===== src/rtl/muldiv_pkg.sv =====
// Shared constants and types for the multiply/divide issue path.
package muldiv_pkg;

  localparam int unsigned ROB_TAG_W_DEFAULT = 5;
  localparam int unsigned MUL_LATENCY       = 1;

  localparam logic [2:0] FUNCT3_MUL    = 3'b000;
  localparam logic [2:0] FUNCT3_MULH   = 3'b001;
  localparam logic [2:0] FUNCT3_MULHSU = 3'b010;
  localparam logic [2:0] FUNCT3_MULHU  = 3'b011;
  localparam logic [2:0] FUNCT3_DIV    = 3'b100;
  localparam logic [2:0] FUNCT3_DIVU   = 3'b101;
  localparam logic [2:0] FUNCT3_REM    = 3'b110;
  localparam logic [2:0] FUNCT3_REMU   = 3'b111;

  typedef enum logic [1:0] {
    SLOT_HOLD,
    SLOT_SHIFT,
    SLOT_LOAD,
    SLOT_CLEAR
  } slot_sel_e;

  // MUL-class ops all have funct3[2] clear; DIV/REM have it set.
  function automatic logic is_mul_funct3(input logic [31:0] inst);
    return inst[14] == 1'b0;
  endfunction

endpackage


===== src/rtl/mul_rs_entry.sv =====
// One reservation slot: selects hold/shift-in/dispatch-load/clear and snoops the CDB
// on whichever source is being written.
module mul_rs_entry
  import muldiv_pkg::*;
#(
  parameter int unsigned ROB_TAG_W = ROB_TAG_W_DEFAULT
) (
  input  logic                 clk_i,
  input  logic                 reset_i,
  input  slot_sel_e            sel,
  input  logic                 cdb_valid,
  input  logic [ROB_TAG_W-1:0] cdb_tag,
  input  logic [31:0]          cdb_value,
  input  logic                 sh_valid,
  input  logic [31:0]          sh_inst,
  input  logic [31:0]          sh_pc,
  input  logic [ROB_TAG_W-1:0] sh_tag,
  input  logic                 sh_rs1_rdy,
  input  logic [ROB_TAG_W-1:0] sh_rs1_tag,
  input  logic [31:0]          sh_rs1_val,
  input  logic                 sh_rs2_rdy,
  input  logic [ROB_TAG_W-1:0] sh_rs2_tag,
  input  logic [31:0]          sh_rs2_val,
  input  logic [31:0]          ld_inst,
  input  logic [31:0]          ld_pc,
  input  logic [ROB_TAG_W-1:0] ld_tag,
  input  logic                 ld_rs1_rdy,
  input  logic [ROB_TAG_W-1:0] ld_rs1_tag,
  input  logic [31:0]          ld_rs1_val,
  input  logic                 ld_rs2_rdy,
  input  logic [ROB_TAG_W-1:0] ld_rs2_tag,
  input  logic [31:0]          ld_rs2_val,
  output logic                 valid,
  output logic [31:0]          inst,
  output logic [31:0]          pc,
  output logic [ROB_TAG_W-1:0] tag,
  output logic                 rs1_rdy,
  output logic [ROB_TAG_W-1:0] rs1_tag,
  output logic [31:0]          rs1_val,
  output logic                 rs2_rdy,
  output logic [ROB_TAG_W-1:0] rs2_tag,
  output logic [31:0]          rs2_val
);

  logic                 n_valid, n_rs1_rdy, n_rs2_rdy;
  logic [31:0]          n_inst, n_pc, n_rs1_val, n_rs2_val;
  logic [ROB_TAG_W-1:0] n_tag, n_rs1_tag, n_rs2_tag;

  always_comb begin
    n_valid   = valid;
    n_inst    = inst;
    n_pc      = pc;
    n_tag     = tag;
    n_rs1_rdy = rs1_rdy;
    n_rs1_tag = rs1_tag;
    n_rs1_val = rs1_val;
    n_rs2_rdy = rs2_rdy;
    n_rs2_tag = rs2_tag;
    n_rs2_val = rs2_val;
    case (sel)
      SLOT_SHIFT: begin
        n_valid   = sh_valid;
        n_inst    = sh_inst;
        n_pc      = sh_pc;
        n_tag     = sh_tag;
        n_rs1_rdy = sh_rs1_rdy;
        n_rs1_tag = sh_rs1_tag;
        n_rs1_val = sh_rs1_val;
        n_rs2_rdy = sh_rs2_rdy;
        n_rs2_tag = sh_rs2_tag;
        n_rs2_val = sh_rs2_val;
      end
      SLOT_LOAD: begin
        n_valid   = 1'b1;
        n_inst    = ld_inst;
        n_pc      = ld_pc;
        n_tag     = ld_tag;
        n_rs1_rdy = ld_rs1_rdy;
        n_rs1_tag = ld_rs1_tag;
        n_rs1_val = ld_rs1_val;
        n_rs2_rdy = ld_rs2_rdy;
        n_rs2_tag = ld_rs2_tag;
        n_rs2_val = ld_rs2_val;
      end
      SLOT_CLEAR: n_valid = 1'b0;
      default:    n_valid = valid;
    endcase
    // Snoop after the source mux so shifting and freshly dispatched operands also capture.
    if (cdb_valid && !n_rs1_rdy && (n_rs1_tag == cdb_tag)) begin
      n_rs1_rdy = 1'b1;
      n_rs1_val = cdb_value;
    end
    if (cdb_valid && !n_rs2_rdy && (n_rs2_tag == cdb_tag)) begin
      n_rs2_rdy = 1'b1;
      n_rs2_val = cdb_value;
    end
  end

  always_ff @(posedge clk_i or posedge reset_i) begin
    if (reset_i) valid <= 1'b0;
    else         valid <= n_valid;
  end

  always_ff @(posedge clk_i) begin
    inst    <= n_inst;
    pc      <= n_pc;
    tag     <= n_tag;
    rs1_rdy <= n_rs1_rdy;
    rs1_tag <= n_rs1_tag;
    rs1_val <= n_rs1_val;
    rs2_rdy <= n_rs2_rdy;
    rs2_tag <= n_rs2_tag;
    rs2_val <= n_rs2_val;
  end

endmodule


===== src/rtl/mul_issue_queue.sv =====
// Collapsing in-order-priority issue queue for MUL-class ops feeding a 1-cycle multiplier,
// with CDB operand wakeup and a single registered writeback stage.
module mul_issue_queue
  import muldiv_pkg::*;
#(
  parameter int unsigned DEPTH     = 4,
  parameter int unsigned ROB_TAG_W = ROB_TAG_W_DEFAULT
) (
  input  logic                 clk_i,
  input  logic                 reset_i,
  input  logic                 dispatch_valid_i,
  output logic                 dispatch_ready_o,
  input  logic [31:0]          dispatch_inst_i,
  input  logic [31:0]          dispatch_pc_i,
  input  logic [ROB_TAG_W-1:0] dispatch_tag_i,
  input  logic                 rs1_ready_i,
  input  logic                 rs2_ready_i,
  input  logic [31:0]          rs1_value_i,
  input  logic [31:0]          rs2_value_i,
  input  logic [ROB_TAG_W-1:0] rs1_tag_i,
  input  logic [ROB_TAG_W-1:0] rs2_tag_i,
  input  logic                 cdb_valid_i,
  input  logic [ROB_TAG_W-1:0] cdb_tag_i,
  input  logic [31:0]          cdb_value_i,
  output logic                 mul_request_o,
  output logic [31:0]          mul_inst_o,
  output logic [31:0]          mul_pc_o,
  output logic [31:0]          mul_rs1_value_o,
  output logic [31:0]          mul_rs2_value_o,
  input  logic [31:0]          mul_value_i,
  output logic                 wb_valid_o,
  output logic [ROB_TAG_W-1:0] wb_tag_o,
  output logic [31:0]          wb_value_o,
  input  logic                 flush_i
);

  localparam int unsigned IDX_W = (DEPTH > 1) ? $clog2(DEPTH) : 1;
  localparam int unsigned CNT_W = $clog2(DEPTH + 1);

  logic [DEPTH-1:0]     ent_valid, ent_rs1_rdy, ent_rs2_rdy;
  logic [31:0]          ent_inst    [DEPTH];
  logic [31:0]          ent_pc      [DEPTH];
  logic [31:0]          ent_rs1_val [DEPTH];
  logic [31:0]          ent_rs2_val [DEPTH];
  logic [ROB_TAG_W-1:0] ent_tag     [DEPTH];
  logic [ROB_TAG_W-1:0] ent_rs1_tag [DEPTH];
  logic [ROB_TAG_W-1:0] ent_rs2_tag [DEPTH];

  logic                 issue_found, issue_valid, dispatch_fire, wb_valid_q;
  logic [IDX_W-1:0]     issue_idx;
  logic [CNT_W-1:0]     occ_cnt, free_idx;
  logic [ROB_TAG_W-1:0] wb_tag_q;

  // Derived only from registered valids, so a full queue stays not-ready even when issuing.
  assign dispatch_ready_o = ~&ent_valid;
  assign dispatch_fire    = dispatch_valid_i & dispatch_ready_o & ~flush_i;

  always_comb begin
    issue_found = 1'b0;
    issue_idx   = '0;
    occ_cnt     = '0;
    for (int unsigned i = 0; i < DEPTH; i++) begin
      occ_cnt = occ_cnt + CNT_W'(ent_valid[i]);
      if (!issue_found && ent_valid[i] && ent_rs1_rdy[i] && ent_rs2_rdy[i]) begin
        issue_found = 1'b1;
        issue_idx   = IDX_W'(i);
      end
    end
  end

  assign issue_valid = issue_found & ~flush_i;
  // Valids stay packed from index 0, so the post-collapse occupancy is the free slot.
  assign free_idx    = occ_cnt - CNT_W'(issue_valid);

  assign mul_request_o   = issue_valid;
  assign mul_inst_o      = ent_inst[issue_idx];
  assign mul_pc_o        = ent_pc[issue_idx];
  assign mul_rs1_value_o = ent_rs1_val[issue_idx];
  assign mul_rs2_value_o = ent_rs2_val[issue_idx];

  for (genvar i = 0; i < DEPTH; i++) begin : g_slot
    slot_sel_e            sel;
    logic                 sh_valid, sh_rs1_rdy, sh_rs2_rdy;
    logic [31:0]          sh_inst, sh_pc, sh_rs1_val, sh_rs2_val;
    logic [ROB_TAG_W-1:0] sh_tag, sh_rs1_tag, sh_rs2_tag;

    if (i < DEPTH - 1) begin : g_shift
      assign sh_valid   = ent_valid[i+1];
      assign sh_inst    = ent_inst[i+1];
      assign sh_pc      = ent_pc[i+1];
      assign sh_tag     = ent_tag[i+1];
      assign sh_rs1_rdy = ent_rs1_rdy[i+1];
      assign sh_rs1_tag = ent_rs1_tag[i+1];
      assign sh_rs1_val = ent_rs1_val[i+1];
      assign sh_rs2_rdy = ent_rs2_rdy[i+1];
      assign sh_rs2_tag = ent_rs2_tag[i+1];
      assign sh_rs2_val = ent_rs2_val[i+1];
    end else begin : g_top
      assign sh_valid   = 1'b0;
      assign sh_inst    = '0;
      assign sh_pc      = '0;
      assign sh_tag     = '0;
      assign sh_rs1_rdy = 1'b0;
      assign sh_rs1_tag = '0;
      assign sh_rs1_val = '0;
      assign sh_rs2_rdy = 1'b0;
      assign sh_rs2_tag = '0;
      assign sh_rs2_val = '0;
    end

    always_comb begin
      sel = SLOT_HOLD;
      if (flush_i)                                           sel = SLOT_CLEAR;
      else if (dispatch_fire && (free_idx == CNT_W'(i)))     sel = SLOT_LOAD;
      else if (issue_valid && (IDX_W'(i) >= issue_idx))      sel = (i == DEPTH - 1) ? SLOT_CLEAR : SLOT_SHIFT;
    end

    mul_rs_entry #(.ROB_TAG_W(ROB_TAG_W)) u_entry (
      .clk_i      (clk_i),
      .reset_i    (reset_i),
      .sel        (sel),
      .cdb_valid  (cdb_valid_i),
      .cdb_tag    (cdb_tag_i),
      .cdb_value  (cdb_value_i),
      .sh_valid   (sh_valid),
      .sh_inst    (sh_inst),
      .sh_pc      (sh_pc),
      .sh_tag     (sh_tag),
      .sh_rs1_rdy (sh_rs1_rdy),
      .sh_rs1_tag (sh_rs1_tag),
      .sh_rs1_val (sh_rs1_val),
      .sh_rs2_rdy (sh_rs2_rdy),
      .sh_rs2_tag (sh_rs2_tag),
      .sh_rs2_val (sh_rs2_val),
      .ld_inst    (dispatch_inst_i),
      .ld_pc      (dispatch_pc_i),
      .ld_tag     (dispatch_tag_i),
      .ld_rs1_rdy (rs1_ready_i),
      .ld_rs1_tag (rs1_tag_i),
      .ld_rs1_val (rs1_value_i),
      .ld_rs2_rdy (rs2_ready_i),
      .ld_rs2_tag (rs2_tag_i),
      .ld_rs2_val (rs2_value_i),
      .valid      (ent_valid[i]),
      .inst       (ent_inst[i]),
      .pc         (ent_pc[i]),
      .tag        (ent_tag[i]),
      .rs1_rdy    (ent_rs1_rdy[i]),
      .rs1_tag    (ent_rs1_tag[i]),
      .rs1_val    (ent_rs1_val[i]),
      .rs2_rdy    (ent_rs2_rdy[i]),
      .rs2_tag    (ent_rs2_tag[i]),
      .rs2_val    (ent_rs2_val[i])
    );
  end

  always_ff @(posedge clk_i or posedge reset_i) begin
    if (reset_i) wb_valid_q <= 1'b0;
    else         wb_valid_q <= issue_valid;
  end

  always_ff @(posedge clk_i) begin
    if (issue_valid) wb_tag_q <= ent_tag[issue_idx];
  end

  assign wb_valid_o = wb_valid_q;
  assign wb_tag_o   = wb_tag_q;
  assign wb_value_o = mul_value_i;

  a_mul_only: assert property (@(posedge clk_i) disable iff (reset_i)
    dispatch_fire |-> is_mul_funct3(dispatch_inst_i));

endmodule


===== config.mk =====
export PLATFORM = sky130hd
export DESIGN_NAME = mul_issue_queue
export DESIGN_NICKNAME = d
export VERILOG_FILES = /design/src/rtl/muldiv_pkg.sv /design/src/rtl/mul_rs_entry.sv /design/src/rtl/mul_issue_queue.sv
export SDC_FILE = /design/constraint.sdc
export NUM_CORES = 1
export LEC_CHECK = 0
export CAP_MARGIN = 10
export CORE_UTILIZATION = 55
export CTS_CLUSTER_DIAMETER = 150
export DETAILED_ROUTE_END_ITERATION = 10
export MAX_ROUTING_LAYER = met4
export PLACE_DENSITY = 0.85
export SLEW_MARGIN = 20
export SYNTH_ARGS = -nofsm -noshare
export SYNTH_HDL_FRONTEND = slang
export SYNTH_HIERARCHICAL = 1
export SYNTH_SLANG_ARGS = --single-unit

===== constraint.sdc =====
create_clock -name clk_i -period 11.5 [get_ports clk_i]
set_clock_uncertainty 0.05 [all_clocks]
set_input_delay 2.875 -clock clk_i [delete_from_list [all_inputs] [get_ports clk_i]]
set_output_delay 2.875 -clock clk_i [all_outputs]
set_load 0.01 [all_outputs]

; After elaboration in Yosys (flattened, before gate mapping)
; Index checks and enable logic that the tools add are counted.
[totals]
ff_bits = 590
output_inout_bits = 168
elab_cells = 227
inputBits = 219
[op_classes]
bitwise = 5
n_addsub = 4
n_mux = 82
n_reduce_logical = 66
n_lt_le_gt_ge = 5
eq_ne = 23
[op_table]
columns = operator, count
row1 = one-hot mux 32 bit (2 select lines), 16
row2 = two-way mux 32 bit, 16
row3 = binary-select mux 32 bit (select 2 bit), 4
row4 = one-hot mux 5 bit (2 select lines), 12
row5 = == test 5 bit, 8
row6 = logical AND 1 bit, 35
row7 = nonzero test 3 bit, 11
row8 = two-way mux 2 bit, 11
row9 = one-hot mux 1 bit (2 select lines), 9
row10 = "== test 2 bit, second input constant", 8
row11 = zero test 1 bit, 12
row12 = binary-select mux 5 bit (select 2 bit), 1
row13 = two-way mux 5 bit, 2
row14 = nonzero test 2 bit, 5
row15 = one-hot mux 1 bit (3 select lines), 3
row16 = "== test 2 x 1 -> 1 bit, second input constant", 4
row17 = two-way mux 1 bit, 8
row18 = "== test 3 x 2 -> 1 bit, second input constant", 2
row19 = ">= comparator 1 x 2 -> 1 bit, first input constant", 2
row20 = ">= comparator 2 bit, first input constant", 2
row21 = AND reduction 4 bit, 1
row22 = adder 2 x 1 -> 3 bit, 1
row23 = adder 3 x 1 -> 3 bit, 1
row24 = bitwise AND 1 bit, 3
row25 = other kinds (8), 8

; Logic depth before layout (Yosys ltp)
; Gate-level depths: netlist of run 1.
[depth]
ltp_word = 30
ltp_mapped = 23
ltp_nobuf = 20

; Modules after synthesis
; Netlist of run 1, hierarchy kept.
[modules_own_cells]
columns = module, cells_each, instances, seq_area_each_um2, area_each_um2
row1 = mul_rs_entry (g_slot[0].u_entry ...), 449, 3, 4259.1, 7430.9
row2 = mul_rs_entry (g_slot[3].u_entry), 449, 1, 4259.1, 7435.9
row3 = mul_issue_queue, 520, 1, 175.2, 5333.9

; Worst setup path after synthesis of run 1
; OpenSTA, ideal clock, no wires.
[synth_timing]
path_type = input-to-reg
startpoint = input flush_i
endpoint = register g_slot[2].u_entry.rs1_val[0], enable pin
setup_ns = 0.389
slack_ns = 1.517
n_path_buf = 3
t_arrival_ns = 9.543
required_time_ns = 11.061
path_stages = 20
cell_sequence = a31oi_1 -> ha_1 -> fa_1 -> inv_1 -> ha_1 -> inv_1 -> fa_1 -> xor2_1 -> and4b_1 -> nor3b_1 -> or2_2 -> inv_1 -> ha_1 -> clkbuf_1 -> mux2_2 -> a22o_1 -> or4_1 -> buf_6 -> buf_8 -> nand2_1
[synth_via]
elab_cells_between_ends = 19
classes_between = 1 x add/sub / 4 x eq/ne / 5 x mux / 3 x bitwise / 6 x reduce/logical
[synth_lines]
columns = element, line_no
row1 = "start, declared", mul_issue_queue.sv:34  ; input logic flush_i
row2 = NOT 1 bit, "mul_issue_queue.sv:56, mul_issue_queue.sv:71"
row3 = bitwise AND 1 bit, mul_issue_queue.sv:71  ; assign issue_valid = issue_found & ~flush_i;
row4 = subtractor 3 x 1 -> 3 bit, mul_issue_queue.sv:73  ; assign free_idx = occ_cnt - CNT_W'(issue_valid);
row5 = == test 3 x 2 -> 1 bit, mul_issue_queue.sv:114  ; else if (dispatch_fire && (free_idx == CNT_W'(i))) sel = SLOT_LOAD;
row6 = logical AND 1 bit, mul_issue_queue.sv:114
row7 = two-way mux 2 bit, mul_issue_queue.sv:114
row8 = two-way mux 2 bit (*), mul_issue_queue.sv:113  ; if (flush_i) sel = SLOT_CLEAR;
row9 = net g_slot[2].sel[1], mul_issue_queue.sv:82  ; slot_sel_e sel;
row10 = == test 2 bit or == test 2 x 1 -> 1 bit (tied branches), mul_rs_entry.sv:60  ; case (sel)
row11 = one-hot mux 5 bit (2 select lines) (*), mul_rs_entry.sv:60
row12 = net g_slot[2].u_entry.n_rs1_tag[4], mul_rs_entry.sv:47  ; logic [ROB_TAG_W-1:0] n_tag, n_rs1_tag, n_rs2_tag;
row13 = == test 5 bit (*), mul_rs_entry.sv:89  ; if (cdb_valid && !n_rs1_rdy && (n_rs1_tag == cdb_tag)) begin
row14 = logical AND 1 bit (*), mul_rs_entry.sv:89
row15 = nonzero test 3 bit (no source line) (*), n/a
row16 = "end signal, assigned", mul_rs_entry.sv:110  ; rs1_val <= n_rs1_val;
row17 = "end, declared", mul_rs_entry.sv:39  ; output logic [31:0] rs1_val,
; The timed path passes the listed nets; every way through them passes the cells marked *.
; A chain may end at the register's enable or synchronous reset.

; Final worst setup path of run 1
[layout_timing]
startpoint = input flush_i
endpoint = register g_slot[0].u_entry.rs1_val[12], enable pin
[layout_via]
elab_chain_len = 13
elab_cells_between_ends = 19
classes_between = 1 x add/sub / 3 x eq/ne / 5 x mux / 3 x bitwise / 7 x reduce/logical
[layout_rtl]
columns = element, line_no
row1 = NOT 1 bit, "mul_issue_queue.sv:56, mul_issue_queue.sv:71"
row2 = bitwise AND 1 bit, mul_issue_queue.sv:71
row3 = subtractor 3 x 1 -> 3 bit, mul_issue_queue.sv:73
row4 = zero test 3 bit, mul_issue_queue.sv:114
row5 = logical AND 1 bit, mul_issue_queue.sv:114
row6 = two-way mux 2 bit, mul_issue_queue.sv:114
row7 = two-way mux 2 bit (*), mul_issue_queue.sv:113
row8 = net g_slot[0].sel[0], mul_issue_queue.sv:82
row9 = branches (longest 5 deep; another with one-hot mux 5 bit (2 select lines)), n/a
row10 = nonzero test 3 bit (no source line) (*), n/a
row11 = "end signal, assigned", mul_rs_entry.sv:110
row12 = "end, declared", mul_rs_entry.sv:39
; Mark *: on every way through the listed nets, which the timed path passes.

==> impl_metrics.yaml, run 1 <==
logic_synthesis:
  synthFlopType: "edfxtp_1"
  syn_area_um2: 35100
  synth.top_cell.area_share_pct: 46.0
  ys_ff_latch: 590
  synth_area_leaders: "edfxtp_1 46%, mux2_2 18%, mux2i_1 12%, mux2_4 9.6%, dfxtp_1 2.7%"
  yosysSeqAreaShare_pct: 49.1
  synth_top_area_cell: "edfxtp_1"
  synthArstFlopShare_pct: 0.847
  yosysWarnings: 6
  yosys-top-cells-count: "568 x mux2_2, 537 x edfxtp_1, 403 x mux2i_1, 224 x mux2_4, 60 x clkbuf_1"
  synth-edff-count: 537
  syn_area_per_cell_um2: 15.1
  synth_cell_types: 50
  post-synth-top-count-cell: "mux2_2"
  syn_inst: 2316
critical_path:
  critPathLaunchType: "input port"
  cpMostUsedCell: "inv_1"
  worst-r2r-setup-slack_ns: 3.67
  crit_fanout: 45
  cp_slowest_cell: "nand2_2"
  path_class: "in2reg"
  critPathArrivalTime_ns: 9.78
  path_cells: "clkdlybuf4s50_1 > a31oi_2 > ha_1 > fa_1 > inv_1 > ha_1 > inv_1 > fa_1 > xor2_1 > and4b_1 > and3b_1 > o21bai_1 > inv_1 > ha_4 > buf_4 > a22oi_1 > a21oi_1 > or4_2 > buf_4 > nand2_2"
  max_stage_delay_ns: 0.82
  critPathRequiredTime_ns: 11.53
  end_kind: "flip-flop"
grt:
  grt_start_max_net_pins: 141
  grt_first_pass_wirelength_mm: 132
  antenna_found_initial: 15
  grt_pass1_vias: 22400
  grt_util_all_layers_pct: 27.6
  overflow: 0
sta:
  holdWs_ns: 0.440
  slew_headroom_pct: 17.8
  tightestPinTransition_ns: 1.23
  finalCriticalPeriod_ns: 9.75
  setup_viol: 0
  max_freq_ghz: 0.103
  tns_ns: 0
  hold_viol: 0
  maxSlewViolCount: 0
  min_period_over_period_pct: 84.8
  rsz0062_at_grt: "false"
cts:
  cts.clk_slew.worst_paths_ns: 0.06
  cts_buffer_depth: 3
  cts-root-buf: "clkbuf_16"
  cts-resized-gates: 0
  cts_max_level: 3
  numCtsBuffers: 66
  cts_tree: "built"
  holdBufCountCts: 0
  cts_setup_buffers: 0
  clk_latency_ns: 0.61
  cts_sinks: 590
worst_hold_path:
  holdCritPathClass: "reg2reg"
floorplanning:
  die_w_um: 254
  fp.dieH_um: 254
  ios: 387
  rows: 92
  initial_utilization_pct: 55.6
  fp.coreArea_um2: 63100
  dieArea_um2: 64800
place:
  gp_congestion: 0.861
  dp.final_hpwl_mm: 53.9
  port_buffers: 322
  placed_cell_area_um2: 38500
power:
  power_density_nw_per_um2: 361
  peakVddDrop_mv: 0.267
  p_leak_nw: 15.7
drt:
  drtIter0Drc: 1437
  routedWlPerCell_um: 24.4
  drt_pass1_iterations: 5
  drc_errors: 0
  vias: 21200
  drt-vias-per-instance: 5.90
  ant_nets: 0
  wirelength_mm: 88.0
cells_and_area:
  drive_gt1_share_pct: 34.3
  final_area_um2: 40600
  syn_to_final_growth_pct: 15.7
  fin_nets: 2924
flow_run:
  drv_cap: 0
status:
  status: "completed"
-- per-layer routing --
metal | up-vias | GRT usage (%) | part of all wire [%]
met5 | - | - | 0
met4 | 0 | 8.64 | 2.5
met3 | 149 | 6.37 | 7.8
met2 | 759 | 44.6 | 48
met1 | 10800 | 34.5 | 41
li1 | 9501 | - | -
-- cells by family after synthesis --
family | Yosys count | share of synthesized area (%)
AOI/OAI and AO/OA | 132 | 2.54
xor gates and xnor gates | 69 | 1.72
adders and majority gates | 16 | 0.614
buffers and inverters | 216 | 5.38
DFF | 590 | 49.1
muxes | 1195 | 39.3
other | 1 | 0.0107
and+or+nand+nor | 97 | 1.30
-- where the power goes --
| part | total (mW) | switching, mW | internal [mW] |
|---|---|---|---|
| clock | 2.03 | 0.879 | 1.15 |
| combinational | 7.74 | 3.88 | 3.86 |
| sequential | 4.88 | 0.574 | 4.31 |
| total | 14.7 | 5.34 | 9.32 |
-- worst max-delay path: cells and delay by family --
kind | cells | cell delay [ns]
buf+inv | 6 | 2.18
simple gates | 4 | 1.45
compound gates | 4 | 1.06
xor+xnor | 1 | 0.13
fa+ha+maj | 5 | 1.93
-- cell type report --
type                            count  area, µm²
Antenna cell                       15       37.5
Clock buffer                       79       1740
Clock inverter                     38        288
Fill cell                        4563      22500
Inverter                           27        101
Multi-Input combinational cell   1655      16700
Sequential cell                   590      17200
Tap cell                          846       1060
Timing Repair Buffer              349       3450
-- final timing paths --
path | startpoint | endpoint | cells past startpoint
min in group asynchronous | reset_i | g_slot[2].u_entry/valid | 2
max reg2reg | g_slot[1].u_entry/rs2_rdy | g_slot[0].u_entry/rs1_val[12] | 21
min reg2reg | g_slot[0].u_entry/rs2_tag[4] | g_slot[0].u_entry/rs2_tag[4] | 2
max in group asynchronous | reset_i | g_slot[3].u_entry/valid | 2
max | flush_i | g_slot[0].u_entry/rs1_val[12] | 20
min | g_slot[0].u_entry/rs2_tag[4] | g_slot[0].u_entry/rs2_tag[4] | 2
-- through the flow --
stage               worst slack (ns)  instances  utilization (%)  total power, mW
CTS                             1.86       3584             64.2             14.7
floorplan                       1.52       2461                -             10.2
global route                    1.43       3599             64.3             15.3
finish                          1.75       3599             64.3             14.7
detailed placement              1.25       3467             61.0             12.6
global placement                1.34       3467             61.0             12.3
-- registers in the layout (all words and copies together) (netlist names), 4 cells and up --
register                count
g_slot.u_entry/inst       128
g_slot.u_entry/pc         128
g_slot.u_entry/rs1_val    128
g_slot.u_entry/rs2_val    128
g_slot.u_entry/rs1_tag     20
g_slot.u_entry/rs2_tag     20
g_slot.u_entry/tag         20
wb_tag_o                    5
g_slot.u_entry/rs1_rdy      4
g_slot.u_entry/rs2_rdy      4
g_slot.u_entry/valid        4
-- layout by cell type (no fill, tap or decap), types with 4 or more instances in the layout --
master | Yosys | final
dfrtp_1 | 5 | 5
nand2_1 | 20 | 12
o2111ai_1 | 4 | 4
clkinv_2 | 0 | 8
edfxtp_1 | 537 | 537
inv_1 | 27 | 27
a31oi_1 | 6 | 5
o21ai_0 | 12 | 12
clkbuf_16 | 0 | 68
buf_4 | 33 | 25
nand2b_1 | 4 | 4
conb_1 | 1 | 146
nor2_1 | 49 | 49
mux2_4 | 224 | 224
a221oi_1 | 4 | 4
clkinv_1 | 0 | 19
xor2_1 | 41 | 41
ha_1 | 14 | 6
diode_2 | 0 | 15
clkdlybuf4s50_1 | 0 | 322
a22oi_1 | 40 | 40
mux2_2 | 568 | 568
a41oi_1 | 8 | 8
mux2i_1 | 403 | 403
nand2_2 | 0 | 8
xnor2_1 | 28 | 28
ha_4 | 0 | 8
dfxtp_1 | 48 | 48
a22o_1 | 8 | 8
or4_2 | 0 | 8
a21oi_1 | 41 | 41
o221ai_1 | 4 | 4
clkbuf_1 | 60 | 11
Note: power is estimated with default switching activity, not from simulation.
==> inputs of run 2 (changes only) <==
--- a/config.mk
+++ b/config.mk
@@ -6,11 +6,11 @@
 export NUM_CORES = 1
 export LEC_CHECK = 0
 export CAP_MARGIN = 10
-export CORE_UTILIZATION = 55
+export CORE_UTILIZATION = 52
 export CTS_CLUSTER_DIAMETER = 150
 export DETAILED_ROUTE_END_ITERATION = 10
 export MAX_ROUTING_LAYER = met4
-export PLACE_DENSITY = 0.85
+export PLACE_DENSITY = 0.84
 export SLEW_MARGIN = 20
 export SYNTH_ARGS = -nofsm -noshare
 export SYNTH_HDL_FRONTEND = slang
==> constraint.sdc (replaced) <==
create_clock -name clk_i -period 8.5 [get_ports clk_i]
set_clock_uncertainty 0.05 [all_clocks]
set_input_delay 2.125 -clock clk_i [delete_from_list [all_inputs] [get_ports clk_i]]
set_output_delay 2.125 -clock clk_i [all_outputs]
set_load 0.01 [all_outputs]
==> run 2 against run 1 <==
Total power is 37% higher. Core utilization down 2.3 points. Non-clock buffer count rose by 22. Highest routed layer unchanged. Hold slack got worse by 0.0027 ns. Critical path type unchanged. Clock power increased by 42%. First-iteration DRC count fell by 22%. Via count down 1.5%.
==> impl_metrics.yaml, run 2 (same netlist as run 1, synthesis figures left out) <==
critical_path:
  critPathArrivalTime_ns: 7.86
  critPathRequiredTime_ns: 8.78
  end_kind: "flip-flop"
  path_class: "in2reg"
  critPathLaunchType: "input port"
  crit_fanout: 23
power:
  power_density_nw_per_um2: 489
  pwr-share-comb_pct: 53.0
  seqPwrFrac_pct: 32.6
  power_mw: 20.1
  clkPwrFrac_pct: 14.4
  p_sw_mw: 7.21
  power.internal_mw: 12.9
  peakVddDrop_mv: 0.326
  switching_share_pct: 35.9
  p_leak_nw: 15.9
place:
  dp.final_hpwl_mm: 53.1
  port_buffers: 322
  dp_slack_ns: 0.359
  gp_congestion: 0.862
  placed_cell_area_um2: 38800
cells_and_area:
  layout_commonest_cell: "mux2_2"
  syn_to_final_growth_pct: 17.0
  fin_nets: 2947
  fin_util_pct: 62.0
  drive_gt1_share_pct: 34.8
  num-fill-cells: 4901
  final_area_um2: 41000
  final_cell_mix: "568 x mux2_2, 537 x edfxtp_1, 403 x mux2i_1"
cts:
  cts_sinks: 590
  cts_tree: "built"
  cts_buffer_depth: 3
  clk_latency_ns: 0.61
  cts_max_level: 3
  numCtsBuffers: 67
  cts.clk_slew.worst_paths_ns: 0.06
  cts_setup_buffers: 0
  cts-resized-gates: 0
  cts-root-buf: "clkbuf_16"
  holdBufCountCts: 0
grt:
  antenna_found_initial: 12
  grt_start_max_net_pins: 82
  grt_first_pass_wirelength_mm: 131
  grt_pass1_vias: 22500
  grt_util_all_layers_pct: 25.7
  overflow: 0
sta:
  tightestPinTransition_ns: 1.13
  rsz0062_at_grt: "false"
  slew_headroom_pct: 24.4
  layout_setup_ws_ns: 0.919
  hold_viol: 0
  maxSlewViolCount: 0
  min_period_over_period_pct: 89.2
  finalCriticalPeriod_ns: 7.58
  setup_viol: 0
  max_freq_ghz: 0.132
  tns_ns: 0
drt:
  wl_met1_mm: 35.1
  drtIter0Drc: 1120
  met2_wirelength_mm: 43.0
  routedWlPerCell_um: 23.7
  vias: 20900
  drt_pass1_iterations: 5
  drt-vias-per-instance: 5.75
  top_layer_used: "met4"
  drc_errors: 0
  wirelength_mm: 86.2
  wl_met3_mm: 6.06
  ant_nets: 0
floorplanning:
  initial_utilization_pct: 53.0
  dieArea_um2: 68500
  ios: 387
  fp.dieH_um: 262
  fp.coreArea_um2: 66200
  rows: 94
  die_w_um: 262
status:
  status: "completed"
worst_hold_path:
  holdCritPathClass: "reg2reg"
flow_run:
  drv_cap: 0
[run 2: changes by cell type in the layout (fill, tap and decap cells not counted), sizes merged]
cell      delta
buf         +22
bufinv       +3
clkbuf      +15
clkinv       -9
clkinvlp     -2
diode        -5
inv          -1
[run 2: per-layer routing]
metal | GRT usage (%) | vias to the layer above
met2 | 43.0 | 576
li1 | - | 9555
met1 | 30.4 | 10700
met5 | - | -
met4 | 7.95 | 0
met3 | 6.35 | 135
[run 2: power by group through the flow]
stage	clock network (mW)	registers, mW	logic (mW)
6_report	2.88	6.55	10.6
5_1_grt	3.05	6.73	11.3
4_1_cts	2.94	6.56	10.7
3_5_place_dp	0	6.60	10.6
3_3_place_gp	0	6.49	10.3
2_1_floorplan	0	6.32	7.50
[run 2: metrics by stage]
stage | hold slack [ns] | std cells
floorplan | 0.412 | 2461
global placement | 0.422 | 3505
detailed placement | 0.429 | 3505
CTS | 0.437 | 3628
global route | 0.454 | 3640
finish | 0.437 | 3640
[run 2: worst max-delay path: stages]
cell and delay, ns:
clkdlybuf4s50_1 0.46, a31oi_1 0.24, ha_1 0.28, fa_1 0.44
inv_1 0.07, ha_1 0.14, inv_1 0.05, fa_1 0.38
xor2_1 0.15, and4b_1 0.25, nor3b_1 0.16, or2_2 0.32
inv_1 0.16, ha_1 0.52, a22oi_1 0.20, xor2_1 0.18
a41oi_1 0.12, or4_2 0.97, buf_12 0.30, mux2_4 0.32
[run 2: final cells by class]
cell class / instances / area (µm²) / area share (%)
Multi-Input combinational cell: 1655 / 16700 / 40.6
Antenna cell: 10 / 25.0 / 0.0610
Sequential cell: 590 / 17200 / 42.0
Inverter: 27 / 101 / 0.247
Tap cell: 864 / 1080 / 2.63
Clock buffer: 94 / 1840 / 4.49
Clock inverter: 29 / 318 / 0.775
Timing Repair Buffer: 371 / 3790 / 9.25
[run 2: final timing paths]
| path | start | end | slack [ns] | cells past startpoint |
|---|---|---|---|---|
| min in group asynchronous | reset_i | wb_valid_o | 1.83 | 2 |
| max in group asynchronous | reset_i | g_slot[3].u_entry/valid | 6.43 | 2 |
| hold reg to reg | g_slot[0].u_entry/rs1_tag[3] | g_slot[0].u_entry/rs1_tag[3] | 0.44 | 2 |
| setup reg to reg | g_slot[1].u_entry/valid | g_slot[2].u_entry/rs1_val[7] | 2.01 | 21 |
| setup / recovery | flush_i | g_slot[2].u_entry/rs1_val[7] | 0.92 | 20 |
| hold / removal | g_slot[0].u_entry/rs1_tag[3] | g_slot[0].u_entry/rs1_tag[3] | 0.44 | 2 |
==> inputs of run 3 (changes only) <==
--- a/config.mk
+++ b/config.mk
@@ -11,6 +11,7 @@
 export DETAILED_ROUTE_END_ITERATION = 10
 export MAX_ROUTING_LAYER = met4
 export PLACE_DENSITY = 0.84
+export SKIP_CTS_REPAIR_TIMING = 1
 export SLEW_MARGIN = 20
 export SYNTH_ARGS = -nofsm -noshare
 export SYNTH_HDL_FRONTEND = slang
==> results of run 3 <==
Same layout as run 2: the final DEF is identical, and so are final timing and power.
